### config.mk
export PLATFORM = sky130hd
export DESIGN_NAME = l2_jtag_core_arbiter
export DESIGN_NICKNAME = d
export VERILOG_FILES = /design/src/rtl/l2_jtag_core_arbiter.sv
export SDC_FILE = /design/constraint.sdc
export NUM_CORES = 1
export LEC_CHECK = 0
export CORE_AREA = 2 2 117 119
export DETAILED_ROUTE_END_ITERATION = 12
export DIE_AREA = 0 0 119 121
export GPL_ROUTABILITY_DRIVEN = 0
export SYNTH_ARGS = -nofsm -noshare
export SYNTH_HDL_FRONTEND = slang
export SYNTH_SLANG_ARGS = --single-unit
### constraint.sdc
create_clock -name clk_i -period 1.91 [get_ports clk_i]
set_input_delay 0.382 -clock clk_i [delete_from_list [all_inputs] [get_ports clk_i]]
set_output_delay 0.382 -clock clk_i [all_outputs]
set_load 0.005 [all_outputs]
### src/rtl/l2_jtag_core_arbiter.sv
// l2_jtag_core_arbiter
//   Shares the single-port L2 SRAM between the JTAG debug bus master (M0)
//   and the core/data master (M1). Round-robin arbitration with a bounded
//   JTAG burst lock, out-of-range/misaligned error responses and a one-cycle
//   response pipeline that routes read data back to the granted master.
//
// Handshake: a master raises mX_req_i and holds we/addr/wdata/be stable
//   until mX_gnt_o (combinational, same cycle) is seen high; the transfer
//   completes on req & gnt. Exactly one mX_rvalid_o pulse follows on the
//   next cycle for every completed transfer, with mX_err_o/mX_rdata_o
//   qualified by it. There is no back-pressure on the response side.
//
// Ports:
//   clk_i, rst_n                 clock, asynchronous active-low reset
//   mX_req_i/we_i/addr_i/wdata_i/be_i   requester X (0 = JTAG, 1 = core)
//   m0_lock_i                    JTAG burst lock request
//   mX_gnt_o                     grant (combinational)
//   mX_rvalid_o/rdata_o/err_o    response, one cycle after the grant
//   mem_req_o/we_o/addr_o/wdata_o/be_o  L2 macro request (word address)
//   mem_rdata_i                  L2 read data, one cycle after mem_req_o
//   dbg_lock_state_o             lock FSM state (1 = LOCKED)
//
// Build option: define L2_ARB_JTAG_PRIO_EN to give M0 fixed priority over
//   M1; after MAX_LOCK consecutive contended M0 grants one M1 grant is
//   forced so the core cannot starve.
module l2_jtag_core_arbiter #(
   parameter int ADDR_W   = 32,
   parameter int L2_WORDS = 16384,
   parameter int MAX_LOCK = 16
) (
   input  logic                        clk_i,
   input  logic                        rst_n,
   input  logic                        m0_req_i,
   input  logic                        m0_we_i,
   input  logic [ADDR_W-1:0]           m0_addr_i,
   input  logic [31:0]                 m0_wdata_i,
   input  logic [3:0]                  m0_be_i,
   input  logic                        m0_lock_i,
   output logic                        m0_gnt_o,
   output logic                        m0_rvalid_o,
   output logic [31:0]                 m0_rdata_o,
   output logic                        m0_err_o,
   input  logic                        m1_req_i,
   input  logic                        m1_we_i,
   input  logic [ADDR_W-1:0]           m1_addr_i,
   input  logic [31:0]                 m1_wdata_i,
   input  logic [3:0]                  m1_be_i,
   output logic                        m1_gnt_o,
   output logic                        m1_rvalid_o,
   output logic [31:0]                 m1_rdata_o,
   output logic                        m1_err_o,
   output logic                        mem_req_o,
   output logic                        mem_we_o,
   output logic [$clog2(L2_WORDS)-1:0] mem_addr_o,
   output logic [31:0]                 mem_wdata_o,
   output logic [3:0]                  mem_be_o,
   input  logic [31:0]                 mem_rdata_i,
   output logic                        dbg_lock_state_o
);

   localparam int              MEM_AW     = $clog2(L2_WORDS);
   localparam logic [ADDR_W:0] ADDR_LIMIT = (ADDR_W+1)'(L2_WORDS) << 2;
   localparam logic [7:0]      MAX_LOCK_C = 8'(MAX_LOCK);
   localparam logic [31:0]     ERR_DATA   = 32'hDEAD_BEEF;

   typedef enum logic {LK_IDLE = 1'b0, LK_LOCKED = 1'b1} lock_state_e;

   lock_state_e       state_q, state_d;
   logic [7:0]        lock_cnt_q, lock_cnt_d;
   logic              gnt0, gnt1, any_gnt;
   logic              sel_we;
   logic [ADDR_W-1:0] sel_addr;
   logic [31:0]       sel_wdata;
   logic [3:0]        sel_be;
   logic              addr_err;
   logic              rsp_valid_q, rsp_owner_q, rsp_err_q, rsp_we_q;
   logic [31:0]       rsp_data;

   // ---------------- arbitration ----------------
`ifdef L2_ARB_JTAG_PRIO_EN
   // force_m1_q: M0 has won MAX_LOCK contended grants in a row, M1 goes next.
   logic       force_m1_q;
   logic [7:0] streak_q;

   assign gnt0 = m0_req_i && !(m1_req_i && force_m1_q);

   always_ff @(posedge clk_i or negedge rst_n) begin
      if (!rst_n) begin
         force_m1_q <= 1'b0;
         streak_q   <= 8'd0;
      end else if (gnt1) begin
         force_m1_q <= 1'b0;
         streak_q   <= 8'd0;
      end else if (gnt0 && m1_req_i) begin
         if (streak_q + 8'd1 >= MAX_LOCK_C) begin
            force_m1_q <= 1'b1;
            streak_q   <= 8'd0;
         end else begin
            streak_q   <= streak_q + 8'd1;
         end
      end
   end
`else
   // rr_q: 0 = M0 owns the next contended slot, 1 = M1 does.
   logic rr_q;
   logic lock_active;

   assign lock_active = (state_q == LK_LOCKED);
   assign gnt0 = m0_req_i && (!m1_req_i || lock_active || !rr_q);

   // After any grant the pointer moves to the master that was not granted.
   // Leaving LOCKED on the limit always coincides with an M0 grant, so this
   // also hands the following contended slot to M1.
   always_ff @(posedge clk_i or negedge rst_n) begin
      if (!rst_n)       rr_q <= 1'b0;
      else if (any_gnt) rr_q <= gnt0;
   end
`endif

   assign gnt1    = m1_req_i && !gnt0;
   assign any_gnt = gnt0 || gnt1;
   assign m0_gnt_o = gnt0;
   assign m1_gnt_o = gnt1;

   // ---------------- lock FSM ----------------
   always_ff @(posedge clk_i or negedge rst_n) begin
      if (!rst_n) begin
         state_q    <= LK_IDLE;
         lock_cnt_q <= 8'd0;
      end else begin
         state_q    <= state_d;
         lock_cnt_q <= lock_cnt_d;
      end
   end

   always_comb begin
      state_d    = state_q;
      lock_cnt_d = lock_cnt_q;
      unique case (state_q)
         LK_IDLE: begin
            // With MAX_LOCK = 1 the first locked grant already hits the limit.
            if (gnt0 && m0_lock_i && (MAX_LOCK_C > 8'd1)) begin
               state_d    = LK_LOCKED;
               lock_cnt_d = 8'd1;
            end
         end
         LK_LOCKED: begin
            if (!m0_lock_i) begin
               state_d    = LK_IDLE;
               lock_cnt_d = 8'd0;
            end else if (gnt0) begin
               if (lock_cnt_q + 8'd1 >= MAX_LOCK_C) begin
                  state_d    = LK_IDLE;
                  lock_cnt_d = 8'd0;
               end else begin
                  lock_cnt_d = lock_cnt_q + 8'd1;
               end
            end
         end
         default: begin
            state_d    = LK_IDLE;
            lock_cnt_d = 8'd0;
         end
      endcase
   end

   assign dbg_lock_state_o = (state_q == LK_LOCKED);

   // ---------------- request path to L2 ----------------
   assign sel_we    = gnt0 ? m0_we_i    : m1_we_i;
   assign sel_addr  = gnt0 ? m0_addr_i  : m1_addr_i;
   assign sel_wdata = gnt0 ? m0_wdata_i : m1_wdata_i;
   assign sel_be    = gnt0 ? m0_be_i    : m1_be_i;

   // Out-of-range and misaligned accesses are answered locally.
   assign addr_err = ({1'b0, sel_addr} >= ADDR_LIMIT) || (sel_addr[1:0] != 2'b00);

   assign mem_req_o   = any_gnt && !addr_err;
   assign mem_we_o    = mem_req_o && sel_we;
   assign mem_addr_o  = mem_req_o ? sel_addr[2 +: MEM_AW] : '0;
   assign mem_wdata_o = mem_req_o ? sel_wdata : 32'd0;
   assign mem_be_o    = mem_req_o ? sel_be : 4'd0;

   // ---------------- response pipeline ----------------
   always_ff @(posedge clk_i or negedge rst_n) begin
      if (!rst_n) begin
         rsp_valid_q <= 1'b0;
         rsp_owner_q <= 1'b0;
         rsp_err_q   <= 1'b0;
         rsp_we_q    <= 1'b0;
      end else begin
         rsp_valid_q <= any_gnt;
         if (any_gnt) begin
            rsp_owner_q <= gnt1;
            rsp_err_q   <= addr_err;
            rsp_we_q    <= sel_we;
         end
      end
   end

   assign rsp_data = rsp_err_q ? ERR_DATA : (rsp_we_q ? 32'd0 : mem_rdata_i);

   assign m0_rvalid_o = rsp_valid_q && !rsp_owner_q;
   assign m1_rvalid_o = rsp_valid_q &&  rsp_owner_q;
   assign m0_err_o    = m0_rvalid_o && rsp_err_q;
   assign m1_err_o    = m1_rvalid_o && rsp_err_q;
   assign m0_rdata_o  = m0_rvalid_o ? rsp_data : 32'd0;
   assign m1_rdata_o  = m1_rvalid_o ? rsp_data : 32'd0;

endmodule
# ---- Word-level counts from Yosys, hierarchy flattened
# Index checks and enable logic that the tools add are counted.
dict set report classes {
  addsub 1
  n_mul 0
  div 0
  n_lt_le_gt_ge 2
  n_eq_ne 2
  shifts 0
  n_mux 21
  bitwise 1
  n_reduce_logical 20
}
# op n
set op_table {}
lappend op_table {{2-to-1 mux 32 bit} 7}
lappend op_table {{greater-or-equal comparator 32 x 17 -> 1 bit, second input constant} 1}
lappend op_table {{2-to-1 mux 8 bit} 4}
lappend op_table {{case mux 8 bit (2 select lines)} 1}
lappend op_table {{2-to-1 mux 14 bit} 1}
lappend op_table {{logical AND 1 bit} 9}
lappend op_table {{adder 8 x 1 -> 8 bit, second input constant} 1}
lappend op_table {{greater-or-equal comparator 8 x 5 -> 1 bit, second input constant} 1}
lappend op_table {{2-to-1 mux 4 bit} 2}
lappend op_table {{zero test 1 bit} 5}
lappend op_table {{2-to-1 mux 1 bit} 5}
lappend op_table {{logical OR 1 bit} 4}
lappend op_table {{inequality test 3 x 2 -> 1 bit, second input constant} 1}
lappend op_table {{inequality test 2 bit, second input constant} 1}
lappend op_table {{case mux 1 bit (2 select lines)} 1}
lappend op_table {{AND reduction 2 bit} 1}
lappend op_table {{nonzero test 2 bit} 1}
lappend op_table {{NOT 1 bit} 1}
dict set report totals {
  regBits 14
  latch_bits 0
  ramBits 0
  rom_bits 0
  in_bits 175
  output_inout_bits 123
  wordCells 54
  memories 0
}

# ---- Logic depth before layout (Yosys ltp)
dict set report depth {
  ltp_word 10
  mapped_depth 7
  depth_no_buf 6
}

# ---- Least setup slack after synthesis
# Ideal clock, no wire load.
dict set report synth_timing {
  path_type {in2out}
  from {input m1_addr_i[30]}
  to {output mem_addr_o[0]}
  t_arrival_ps 1574
  required_ps 1528
  path_slack_ps -46
  stages 5
  n_path_buf 1
  cell_sequence {or4_4 nor4_4 a21oi_2 buf_6 a21oi_2}
}
dict set report synth_via {
  elab_chain_len 6
}
# item line_no
set synth_rtl {}
lappend synth_rtl {{from (decl)} 45} ;# input logic [ADDR_W-1:0] m1_addr_i,
lappend synth_rtl {{2-to-1 mux 32 bit} 171} ;# assign sel_addr = gnt0 ? m0_addr_i : m1_addr_i;
lappend synth_rtl {{greater-or-equal comparator 32 x 17 -> 1 bit} 176} ;# assign addr_err = ({1'b0, sel_addr} >= ADDR_LIMIT) || (sel_addr[1:0] != 2'b00);
lappend synth_rtl {{logical OR 1 bit} 176}
lappend synth_rtl {{zero test 1 bit} 178} ;# assign mem_req_o = any_gnt && !addr_err;
lappend synth_rtl {{logical AND 1 bit} 178}
lappend synth_rtl {{2-to-1 mux 14 bit} 180} ;# assign mem_addr_o = mem_req_o ? sel_addr[2 +: MEM_AW] : '0;
lappend synth_rtl {{to (decl)} 54} ;# output logic [$clog2(L2_WORDS)-1:0] mem_addr_o,
# Every way passes these cells.

# ---- Worst setup path after layout
dict set report layout_timing {
  from {input m1_addr_i[28]}
  to {output mem_addr_o[1]}
}
# Same word-level chain as after synthesis.

==> impl_metrics.ini <==
[clock_network]
cts_sinks = 14
cts.path.max_buffers = 2
clkLatencyLatePin_ps = 240
cts_made_buffers = 3
root_buffer = clkbuf_16
clk_pin_slew_worst_paths_ps = 40
htree_levels = 1
cts_tree = built

[die]
initial_core_util_pct = 16.8
core_um2 = 13100
dieWidth_um = 119
pin_count = 298
die-area_um2 = 14400
die_h_um = 121
rows = 42

[sta]
setup_violations = 53
drv_slew = 0
hold_slack_ps = 510
post-route-min-period_ps = 2540
finalHoldViolCount = 0
worst_slew_pin_slew_ps = 643
fin_skew_ps = 2.09
fmax_mhz = 394
rsz0062_at_grt = yes
final.period_utilization_pct = 133
max_slew_margin_pct = 57.0
setup_ws_ps = -626

[global_route]
antenna_found_initial = 2
grt_max_degree = 30
grt_pass1_vias = 3986
grt_usage_pct = 17.8
gr-total-overflow = 0
grt_pass1_wl_um = 20600

[place]
dp_hpwl_um = 10600
place_area_um2 = 5500
placed_cells = 832
portBuffers = 297
dp_slack_ps = -1170

[critical_path]
cpMaxStageDelayCell = or4_4
critical_path_depth = 10
startpoint_type = primary input
crit_arrival_ps = 2150
crit_chain = buf_6, or4_4, nor4_4, a21oi_4, buf_12, buf_12, buf_8, buf_6, a21oi_2, buf_2
cp_max_fo = 4
cp_num_buf_inv = 6
path_delay_family = simple AND/OR/NAND/NOR gates
required_ps = 1530
worstSetupPathType = in -> out
reg2reg_depth = 6
max_stage_delay_ps = 530
ff2ff_setup_slack_ps = 200
setup.worst_path.end_class = output pin

[detailed_routing]
wire_per_inst_um = 17.2
drc = 0
postRouteAntennaNets = 0
vias_per_cell = 4.55
num_vias = 3992
dr.first_iter.drc_count = 138
drt_pass1_iterations = 6
wirelength_um = 15100

[cells_and_area]
layout_common_cells = clkdlybuf4s50_1, nand2_1, dlygate4sd2_1
drive_above_1_share_pct = 34.4
area_growth_syn_to_layout_pct = 180
final_common_cell = clkdlybuf4s50_1
final_nets = 878
final_cell_area_um2 = 6140
stdcell_count = 878

[run]
cap_violations = 0

[pwr]
irDropWorstVdd_uv = 243
p_per_area_nw_per_um2 = 304
cellLeakagePower_nw = 2.87

[synthesis]
synthCells = 365
ys_warn_count = 0
synth_area_per_cell_um2 = 6.02
ys_seq_area_share_pct = 16.0
synth-seq-cells = 14
syn-cell-area_um2 = 2200
synth_nets = 541
synthDistinctLibCells = 31

[status]
status = finished, violations left
violations = setup timing

[min_path]
hold_path.class = reg -> reg
hold_depth = 1
stage by stage:
| stage | utilization, % | power [mW] | setup TNS [ps] |
|---|---|---|---|
| final | 46.9 | 1.87 | -24640 |
| after global placement | 42.0 | 1.37 | -59500 |
| after detailed placement | 42.0 | 1.38 | -61550 |
| after global routing | 46.9 | 1.98 | -27890 |
| after floorplan | - | 0.637 | -2240 |
| after CTS | 44.6 | 1.82 | -22160 |
cells in the mapped netlist:
master    instances  area share, %
mux2i_1           2           0.91
or2_2             1           0.29
buf_6             5            2.6
nor4_4            1           0.97
nand4_1           1           0.29
nor2_1           54            9.2
dfrtp_1          14             16
nand3_1           7            1.6
a21oi_2          50             20
nand2b_1          2           0.57
clkbuf_1         20            3.4
nor3_1            5            1.1
o21ai_2           1           0.40
o21a_1            1           0.34
ha_1              1           0.57
a31oi_1           3           0.85
nand2_1         110             19
nor3b_1           1           0.34
a32oi_1           1           0.40
and3_1            4            1.1
nor2b_1           1           0.29
inv_1             8            1.4
or4_4             1           0.51
o21ai_0           9            2.1
nor4_1            8            2.3
a32o_1            1           0.46
a21oi_1          27            6.2
a21boi_0          1           0.34
buf_1             1           0.17
and2_1           21            6.0
buf_2             3           0.68
logic make-up (layout without fill, tap and decap cells):
logic type	Yosys count	after routing	synth area share (%)
buffers and inverters	37	372	8.20
adders and majority gates	1	1	0.570
AOI/OAI and AO/OA	94	94	30.9
and+or+nand+nor	217	217	43.4
other	0	2	0
muxes	2	2	0.912
DFF	14	14	16.0
final cells by class:
class / count / area, µm²
diodes: 2 / 5.00
multi-input cells: 314 / 1970
well taps: 176 / 220
fillers: 1309 / 6950
repair buffers: 361 / 3470
clock buffers: 3 / 75.1
inverters: 8 / 45.0
flip-flops and latches: 14 / 352
final timing paths:
path | start | endpoint
max reg2reg | lock_cnt_q[0] | lock_cnt_q[1]
min in group asynchronous | rst_n | dbg_lock_state_o
min reg2reg | lock_cnt_q[5] | lock_cnt_q[5]
max in group asynchronous | rst_n | rsp_err_q
max | m1_addr_i[28] | mem_addr_o[1]
min | lock_cnt_q[5] | lock_cnt_q[5]
where the power goes:
part | switching, mW | total, mW | internal, mW
Clock | 0.109 | 0.382 | 0.273
Sequential | 0.0245 | 0.340 | 0.316
Combinational | 0.479 | 1.14 | 0.665
registers in the layout (all words and copies together), names as in the netlist:
register          count
rr_q                  1
rsp_err_q             1
lock_cnt_q            8
rsp_we_q              1
dbg_lock_state_o      1
rsp_valid_q           1
rsp_owner_q           1
layer usage:
metal	up-vias	global-route usage (%)	wire (µm)
li1	1890	-	-
met1	1826	18.5	5220
met2	254	35.6	8210
met3	22	4.23	1310
met4	0	4.02	336
met5	-	0	0
repair_timing:
item	CTS	global route
endpoints found under the setup margin	122	101
hold buffers	0	0
buffers inserted	22	12
pin swaps	18	11
cloned	7	8
gates resized for setup	397	90
(Power assumes the default switching activity.)
